<file path="config.mk">
export PLATFORM = sky130hd
export DESIGN_NAME = i2s_clock_gen
export DESIGN_NICKNAME = d
export VERILOG_FILES = /design/src/rtl/i2s_clock_gen.sv
export SDC_FILE = /design/constraint.sdc
export NUM_CORES = 1
export LEC_CHECK = 0
export ABC_AREA = 0
export CORE_MARGIN = 2
export CORE_UTILIZATION = 40
export CTS_CLUSTER_DIAMETER = 60
export DETAILED_ROUTE_END_ITERATION = 6
export GPL_TIMING_DRIVEN = 0
export PLACE_DENSITY = 0.63
export SYNTH_ARGS = -nofsm -noshare
export SYNTH_HDL_FRONTEND = slang
export SYNTH_SLANG_ARGS = --single-unit
</file>
<file path="constraint.sdc">
create_clock -name sys_clk -period 3 [get_ports sys_clk]
set_clock_uncertainty 0.05 [all_clocks]
set_input_delay 0.6 -clock sys_clk [delete_from_list [all_inputs] [get_ports sys_clk]]
set_output_delay 0.6 -clock sys_clk [all_outputs]
set_load 0.1 [all_outputs]
</file>
<file path="src/rtl/i2s_clock_gen.sv">
// Codec clock generator: integer-divided mclk/bclk/lrclk with bit-edge strobes,
// gated by a PLL-lock filter state machine (WAIT_LOCK -> SETTLE -> RUN).
module i2s_clock_gen #(
  parameter int mclk_half_div = 5,
  parameter int bclk_half_div = 2,
  parameter int frame_bits    = 64,
  parameter int lock_filter   = 16
) (
  input  logic       sys_clk,
  input  logic       reset,
  input  logic       pll_lock,
  output logic       mclk,
  output logic       bclk,
  output logic       lrclk,
  output logic       bclk_rise,
  output logic       bclk_fall,
  output logic       frame_start,
  output logic       codec_en,
  output logic       dsp_reset,
  output logic [1:0] state
);

  localparam int MW = (mclk_half_div > 1) ? $clog2(mclk_half_div) : 1;
  localparam int BW = (bclk_half_div > 1) ? $clog2(bclk_half_div) : 1;
  localparam int LW = $clog2(frame_bits);
  localparam int SW = (lock_filter > 1) ? $clog2(lock_filter) : 1;

  typedef enum logic [1:0] {
    WAIT_LOCK = 2'd0,
    SETTLE    = 2'd1,
    RUN       = 2'd2
  } state_t;

  state_t          state_r;
  logic [MW-1:0]   mclk_ctr_r;
  logic            mclk_r;
  logic [SW-1:0]   settle_ctr_r;
  logic [BW-1:0]   bclk_ctr_r;
  logic [LW-1:0]   lr_ctr_r;
  logic            bclk_r;
  logic            lrclk_r;
  logic            bclk_rise_r;
  logic            bclk_fall_r;
  logic            frame_start_r;
  logic            codec_en_r;
  logic            dsp_reset_r;

  logic            mclk_tick_s;
  logic            bclk_step_s;
  logic            bclk_toggle_s;
  logic [LW-1:0]   lr_next_s;

  // Divider terminal counts; the bclk divider advances once per full mclk
  // period (on the mclk rising toggle), so bclk edges sit on mclk rising edges.
  always_comb begin
    mclk_tick_s   = (mclk_ctr_r == MW'(mclk_half_div - 1));
    bclk_step_s   = mclk_tick_s & ~mclk_r;
    bclk_toggle_s = bclk_step_s & (bclk_ctr_r == BW'(bclk_half_div - 1));
    lr_next_s     = lr_ctr_r + {{(LW-1){1'b0}}, 1'b1};
  end

  // Free-running mclk divider, independent of lock state.
  always_ff @(posedge sys_clk or posedge reset) begin
    if (reset) begin
      mclk_ctr_r <= '0;
      mclk_r     <= 1'b0;
    end else if (mclk_tick_s) begin
      mclk_ctr_r <= '0;
      mclk_r     <= ~mclk_r;
    end else begin
      mclk_ctr_r <= mclk_ctr_r + {{(MW-1){1'b0}}, 1'b1};
    end
  end

  // Lock filter FSM with the RUN-only bclk/lrclk dividers and strobes.
  always_ff @(posedge sys_clk or posedge reset) begin
    if (reset) begin
      state_r       <= WAIT_LOCK;
      settle_ctr_r  <= '0;
      bclk_ctr_r    <= '0;
      lr_ctr_r      <= '0;
      bclk_r        <= 1'b0;
      lrclk_r       <= 1'b0;
      bclk_rise_r   <= 1'b0;
      bclk_fall_r   <= 1'b0;
      frame_start_r <= 1'b0;
      codec_en_r    <= 1'b0;
      dsp_reset_r   <= 1'b1;
    end else begin
      bclk_rise_r   <= 1'b0;
      bclk_fall_r   <= 1'b0;
      frame_start_r <= 1'b0;
      case (state_r)
        WAIT_LOCK: begin
          if (pll_lock) begin
            state_r      <= SETTLE;
            settle_ctr_r <= '0;
          end
        end
        SETTLE: begin
          if (!pll_lock) begin
            state_r      <= WAIT_LOCK;
            settle_ctr_r <= '0;
          end else if (settle_ctr_r == SW'(lock_filter - 1)) begin
            state_r      <= RUN;
            settle_ctr_r <= '0;
            codec_en_r   <= 1'b1;
            dsp_reset_r  <= 1'b0;
          end else begin
            settle_ctr_r <= settle_ctr_r + {{(SW-1){1'b0}}, 1'b1};
          end
        end
        RUN: begin
          // Lock loss wins over any coincident bclk edge.
          if (!pll_lock) begin
            state_r     <= WAIT_LOCK;
            bclk_ctr_r  <= '0;
            lr_ctr_r    <= '0;
            bclk_r      <= 1'b0;
            lrclk_r     <= 1'b0;
            codec_en_r  <= 1'b0;
            dsp_reset_r <= 1'b1;
          end else if (bclk_toggle_s) begin
            bclk_ctr_r <= '0;
            bclk_r     <= ~bclk_r;
            if (bclk_r) begin
              bclk_fall_r   <= 1'b1;
              lr_ctr_r      <= lr_next_s;
              lrclk_r       <= lr_next_s[LW-1];
              frame_start_r <= (lr_next_s == '0);
            end else begin
              bclk_rise_r <= 1'b1;
            end
          end else if (bclk_step_s) begin
            bclk_ctr_r <= bclk_ctr_r + {{(BW-1){1'b0}}, 1'b1};
          end
        end
        default: begin
          state_r      <= WAIT_LOCK;
          settle_ctr_r <= '0;
          bclk_ctr_r   <= '0;
          lr_ctr_r     <= '0;
          bclk_r       <= 1'b0;
          lrclk_r      <= 1'b0;
          codec_en_r   <= 1'b0;
          dsp_reset_r  <= 1'b1;
        end
      endcase
    end
  end

  assign mclk        = mclk_r;
  assign bclk        = bclk_r;
  assign lrclk       = lrclk_r;
  assign bclk_rise   = bclk_rise_r;
  assign bclk_fall   = bclk_fall_r;
  assign frame_start = frame_start_r;
  assign codec_en    = codec_en_r;
  assign dsp_reset   = dsp_reset_r;
  assign state       = state_r;

endmodule

</file>
# Word level (Yosys, flattened, before mapping)

Index checks and enable logic that the tools add are counted.

Word-level logic and storage cells: 90
Register bits after elaboration: 24
Bits of input ports: 3

Add/sub/neg operators: 4
Equal/unequal tests: 12
Mux-type cells: 45
Reductions and logical operators: 9
Bitwise logic cells: 7

Operators by type and width:

| operator            | count |
|---|---|
| $mux 1              | 26 |
| $mux 6              | 3 |
| $mux 4              | 3 |
| $pmux 4 s3          | 1 |
| $pmux 6 s2          | 1 |
| $ne 3x3->1 const B  | 3 |
| $mux 2              | 4 |
| $ne 2x2->1 const B  | 4 |
| $add 6x1->6 const B | 1 |
| $logic_not 6->1     | 1 |
| $pmux 1 s2          | 3 |
| $pmux 1 s3          | 2 |
| $pmux 2 s3          | 1 |
| $reduce_and 2->1    | 3 |
| $reduce_and 3->1    | 2 |
| $not 1->1           | 5 |
| $add 4x1->4 const B | 1 |
| $eq 4x4->1 const B  | 1 |
| $ne 4x4->1 const B  | 1 |
| $reduce_and 4->1    | 1 |
| $add 3x1->3 const B | 1 |
| $eq 3x3->1 const B  | 1 |
| $mux 3              | 1 |
| $and 1x1->1         | 2 |
| 5 further kinds     | 5 |

# Logic depth before layout (Yosys ltp)

Word-level depth: 6
Depth in mapped cells: 6

# Least setup slack after synthesis

Ideal clock, no wire load.

Kind: register to register
Start point: reg state_r[0], in the netlist state[0]
End point: reg lr_ctr_r[5]
Slack: 1.059 ns
Cell stages (with the launch flop): 6
Arrival: 1.728 ns
Buffers on the path: 1
Data required time: 2.786 ns
Period minus slack after synthesis: 1.941 ns
Path through: dfrtp_1 > nand2b_1 > buf_2 > a22oi_2 > o21ai_0 > o31ai_1

Longest elaborated chain between the ends: 4
Elaborated cells on any way between the ends: 9
Those cells by class: 4 x eq/ne; 1 x mux; 1 x bitwise; 3 x reduce/logical

Ends and longest elaborated chain:

| item                                                 | RTL line | source |
|---|---|---|
| start, declared                                      | 34       | `state_t state_r;` |
| start signal, assigned                               | 78       | `state_r <= WAIT_LOCK;` |
| start signal, assigned                               | 96       | `state_r <= SETTLE;` |
| start signal, assigned                               | 102      | `state_r <= WAIT_LOCK;` |
| $eq 2x1->1 / $logic_not 2->1 (equally long branches) | 93       | `case (state_r)` |
| $reduce_or 2->1 (no source line)                     | n/a      |  |
| $not 1->1 (no source line)                           | n/a      |  |
| $reduce_and 3->1 (no source line)                    | n/a      |  |
| end signal, assigned                                 | 128      | `lr_ctr_r <= lr_next_s;` |
| end, declared                                        | 39       | `logic [LW-1:0] lr_ctr_r;` |

Parallel ways exist; a longest one is shown, timed or not.
A chain may end at the register's enable or synchronous reset.

# Worst setup path in the final report

Start point: reg state_r[1], in the netlist state[1]
End point: out state[1]

RTL lines:

| item          | RTL line | source |
|---|---|---|
| end, declared | 20       | `output logic [1:0] state` |

No word-level cell between the ends.

==> flow_metrics.tcl <==
set metrics [dict create \
    ys.flop_type "dfrtp_1" \
    synth_area_leaders "dfrtp_1, ha_1, o21ai_0" \
    die_y_um 56.9 \
    grt_pass1_wl_mm 3.68 \
    dr.pass1.iters 4 \
    synth-edff-count 0 \
    drive_above_1_share 0.0635 \
    dieArea_mm2 0.00324 \
    start_util 0.413 \
    drtAntennaViolNets 0 \
    regArea_um2 577 \
    cts.path.max_buffers 2 \
    grt_max_degree 24 \
    core_mm2 0.00271 \
    yosysMostFrequentCell "dfrtp_1" \
    grt_usage 0.144 \
    numCtsBuffers 3 \
    cts_tree "built" \
    cp.arrival_ps 2000 \
    relSlewSlack 0.354 \
    slowest_stage "clkdlybuf4s50_1" \
    finalWeightedCongestion 0.741 \
    nets 135 \
    synth_nets 118 \
    yosysUniqueCellTypes 31 \
    clk-insertion-delay-late_ps 310 \
    area_delta_synth_final_pct 16.6 \
    synthTopCellsByCount "dfrtp_1, nand2_1, o21ai_0" \
    clockRootBuffer "clkbuf_4" \
    synth_top_area_frac 0.492 \
    critPathBufInv 1 \
    seq_area_frac_synth 0.516 \
    n_fill_cell 258 \
    power.density_mw_per_mm2 388 \
    crit_type "reg -> out" \
    synth_seq_cells 23 \
    drt_first_iter_violations 16 \
    grt_overflow 0 \
    pre_cts_slack_ps 699 \
    synth_cells 110 \
    layout_setup_ws_ps 346 \
    cts_resized 0 \
    max_clock_freq_mhz 377 \
    viasPerCell 5.63 \
    critical_path_required_ps 2350 \
    place_hpwl_mm 1.42 \
    io_pins 13 \
    routed_wirelength_mm 2.09 \
    ys.warnings.count 0 \
    async_flop_share 1.00 \
    cts_sinks 23 \
    status "finished clean" \
    cpPeakStageDelay_ps 1180 \
    fin_crit_sh 0.885 \
    cts_setup_buffers 0 \
    placementRows 19 \
    setup_viol 0 \
    multi_input_area_um2 518 \
    insertedDiodeCount 0 \
    worst_setup_path_start_kind "flip-flop" \
    syn_area_per_cell_um2 10.2 \
    worst_pin_slew_ps 966 \
    path_delay_family "buffers and inverters" \
    maxCapViolCount 0 \
    htreeDepth 1 \
    crit_fanout 9 \
    remaining_drc_errors 0 \
    grt_pass1_vias 786 \
    antenna_found_initial 0 \
    rsz0062_at_grt "false" \
    hp-class "reg -> reg" \
    end_kind "output port" \
    path_cells "clkdlybuf4s50_1" \
    hold_buffers 0 \
    clk_pin_slew_ps 130 \
    fin_setup_tns_ps 0 \
    p_leak_nw 0.612 \
    slew_violations 0 \
    hold_viol_final 0 \
    synth_area_leader_cell "dfrtp_1" \
    ir_worst_vdd_mv 0.273 \
    place.port_buffers 12 \
    netlist_area_mm2 0.00112 \
    wl_per_cell_um 13.3 \
    period_minus_slack_ps 2650 \
    vias 884 \
    die_w_um 56.9 \
]
area by class of cell:
class,instances,share of cell area
Clock buffer,4,0.0202
Tap cell,31,0.0298
Buffer,1,0.00384
Inverter,5,0.0144
Multi-Input combinational cell,81,0.397
Timing Repair Buffer,12,0.0921
Sequential cell,23,0.442
worst paths after layout:
path                       slack (ps)  cells after the start     startpoint       endpoint
max                               350                      1       state[1]       state[1]
min                               430                      1  mclk_ctr_r[0]  mclk_ctr_r[0]
max reg2reg                      1390                      6  mclk_ctr_r[0]    frame_start
min reg2reg                       430                      1  mclk_ctr_r[0]  mclk_ctr_r[0]
max in group asynchronous        1680                      2          reset           mclk
min in group asynchronous         700                      2          reset    lr_ctr_r[5]
flip-flops by register name, indices dropped and copies added, names as in the netlist:
name / count
mclk: 1
bclk: 1
bclk_rise: 1
settle_ctr_r: 4
bclk_ctr_r: 1
dsp_reset: 1
bclk_fall: 1
lr_ctr_r: 6
state: 2
codec_en: 1
mclk_ctr_r: 3
frame_start: 1
cell usage in the layout, fill, tap and decap left out, types with 2 or more instances in the layout:
cell and count:
a22o_1 2, nand3_1 3, o21ai_0 10, a21o_1 2, and2_1 3, nand2_1 13
nor2_1 6, mux2i_1 2, o31ai_1 4, ha_1 5, a21oi_1 5, and3_1 5
nor3_1 2, clkdlybuf4s50_1 12, nand2b_1 2, xnor2_1 2, nand4_1 4, clkbuf_4 3
inv_1 5, dfrtp_1 22
metal layers:
metal | GRT usage | vias up | part of all wire
met2 | 0.209 | 18 | 0.45
li1 | - | 432 | -
met5 | 0 | - | 0
met3 | 0.0207 | 5 | 0.024
met4 | 0.0698 | 0 | 0.022
met1 | 0.211 | 429 | 0.50
logic make-up (layout without fill, tap and decap cells):
| kind of cell | count (synthesis) | count (layout) | synth area share |
|---|---|---|---|
| adders and majority gates | 5 | 5 | 0.0559 |
| AOI/OAI and AO/OA | 28 | 28 | 0.166 |
| and+or+nand+nor | 44 | 44 | 0.208 |
| buffers and inverters | 6 | 22 | 0.0213 |
| xor gates and xnor gates | 2 | 2 | 0.0157 |
| DFF | 23 | 23 | 0.516 |
| muxes | 2 | 2 | 0.0179 |
stage by stage:
| stage | hold WS, ps | area, µm² | util | power [mW] | instances |
|---|---|---|---|---|---|
| after floorplan | 377 | 1120 | - | 0.352 | 110 |
| after global placement | 390 | 1280 | 0.471 | 0.364 | 153 |
| after detailed placement | 415 | 1280 | 0.471 | 0.365 | 153 |
| after CTS | 437 | 1300 | 0.481 | 0.514 | 157 |
| after global routing | 441 | 1300 | 0.481 | 0.533 | 157 |
| final | 431 | 1300 | 0.481 | 0.506 | 157 |
where the power goes:
part | switching [mW] | internal [mW]
Combinational | 0.0260 | 0.0119
Sequential | 0.00590 | 0.314
Clock | 0.0959 | 0.0520
Total | 0.128 | 0.378
(Power assumes the default switching activity.)
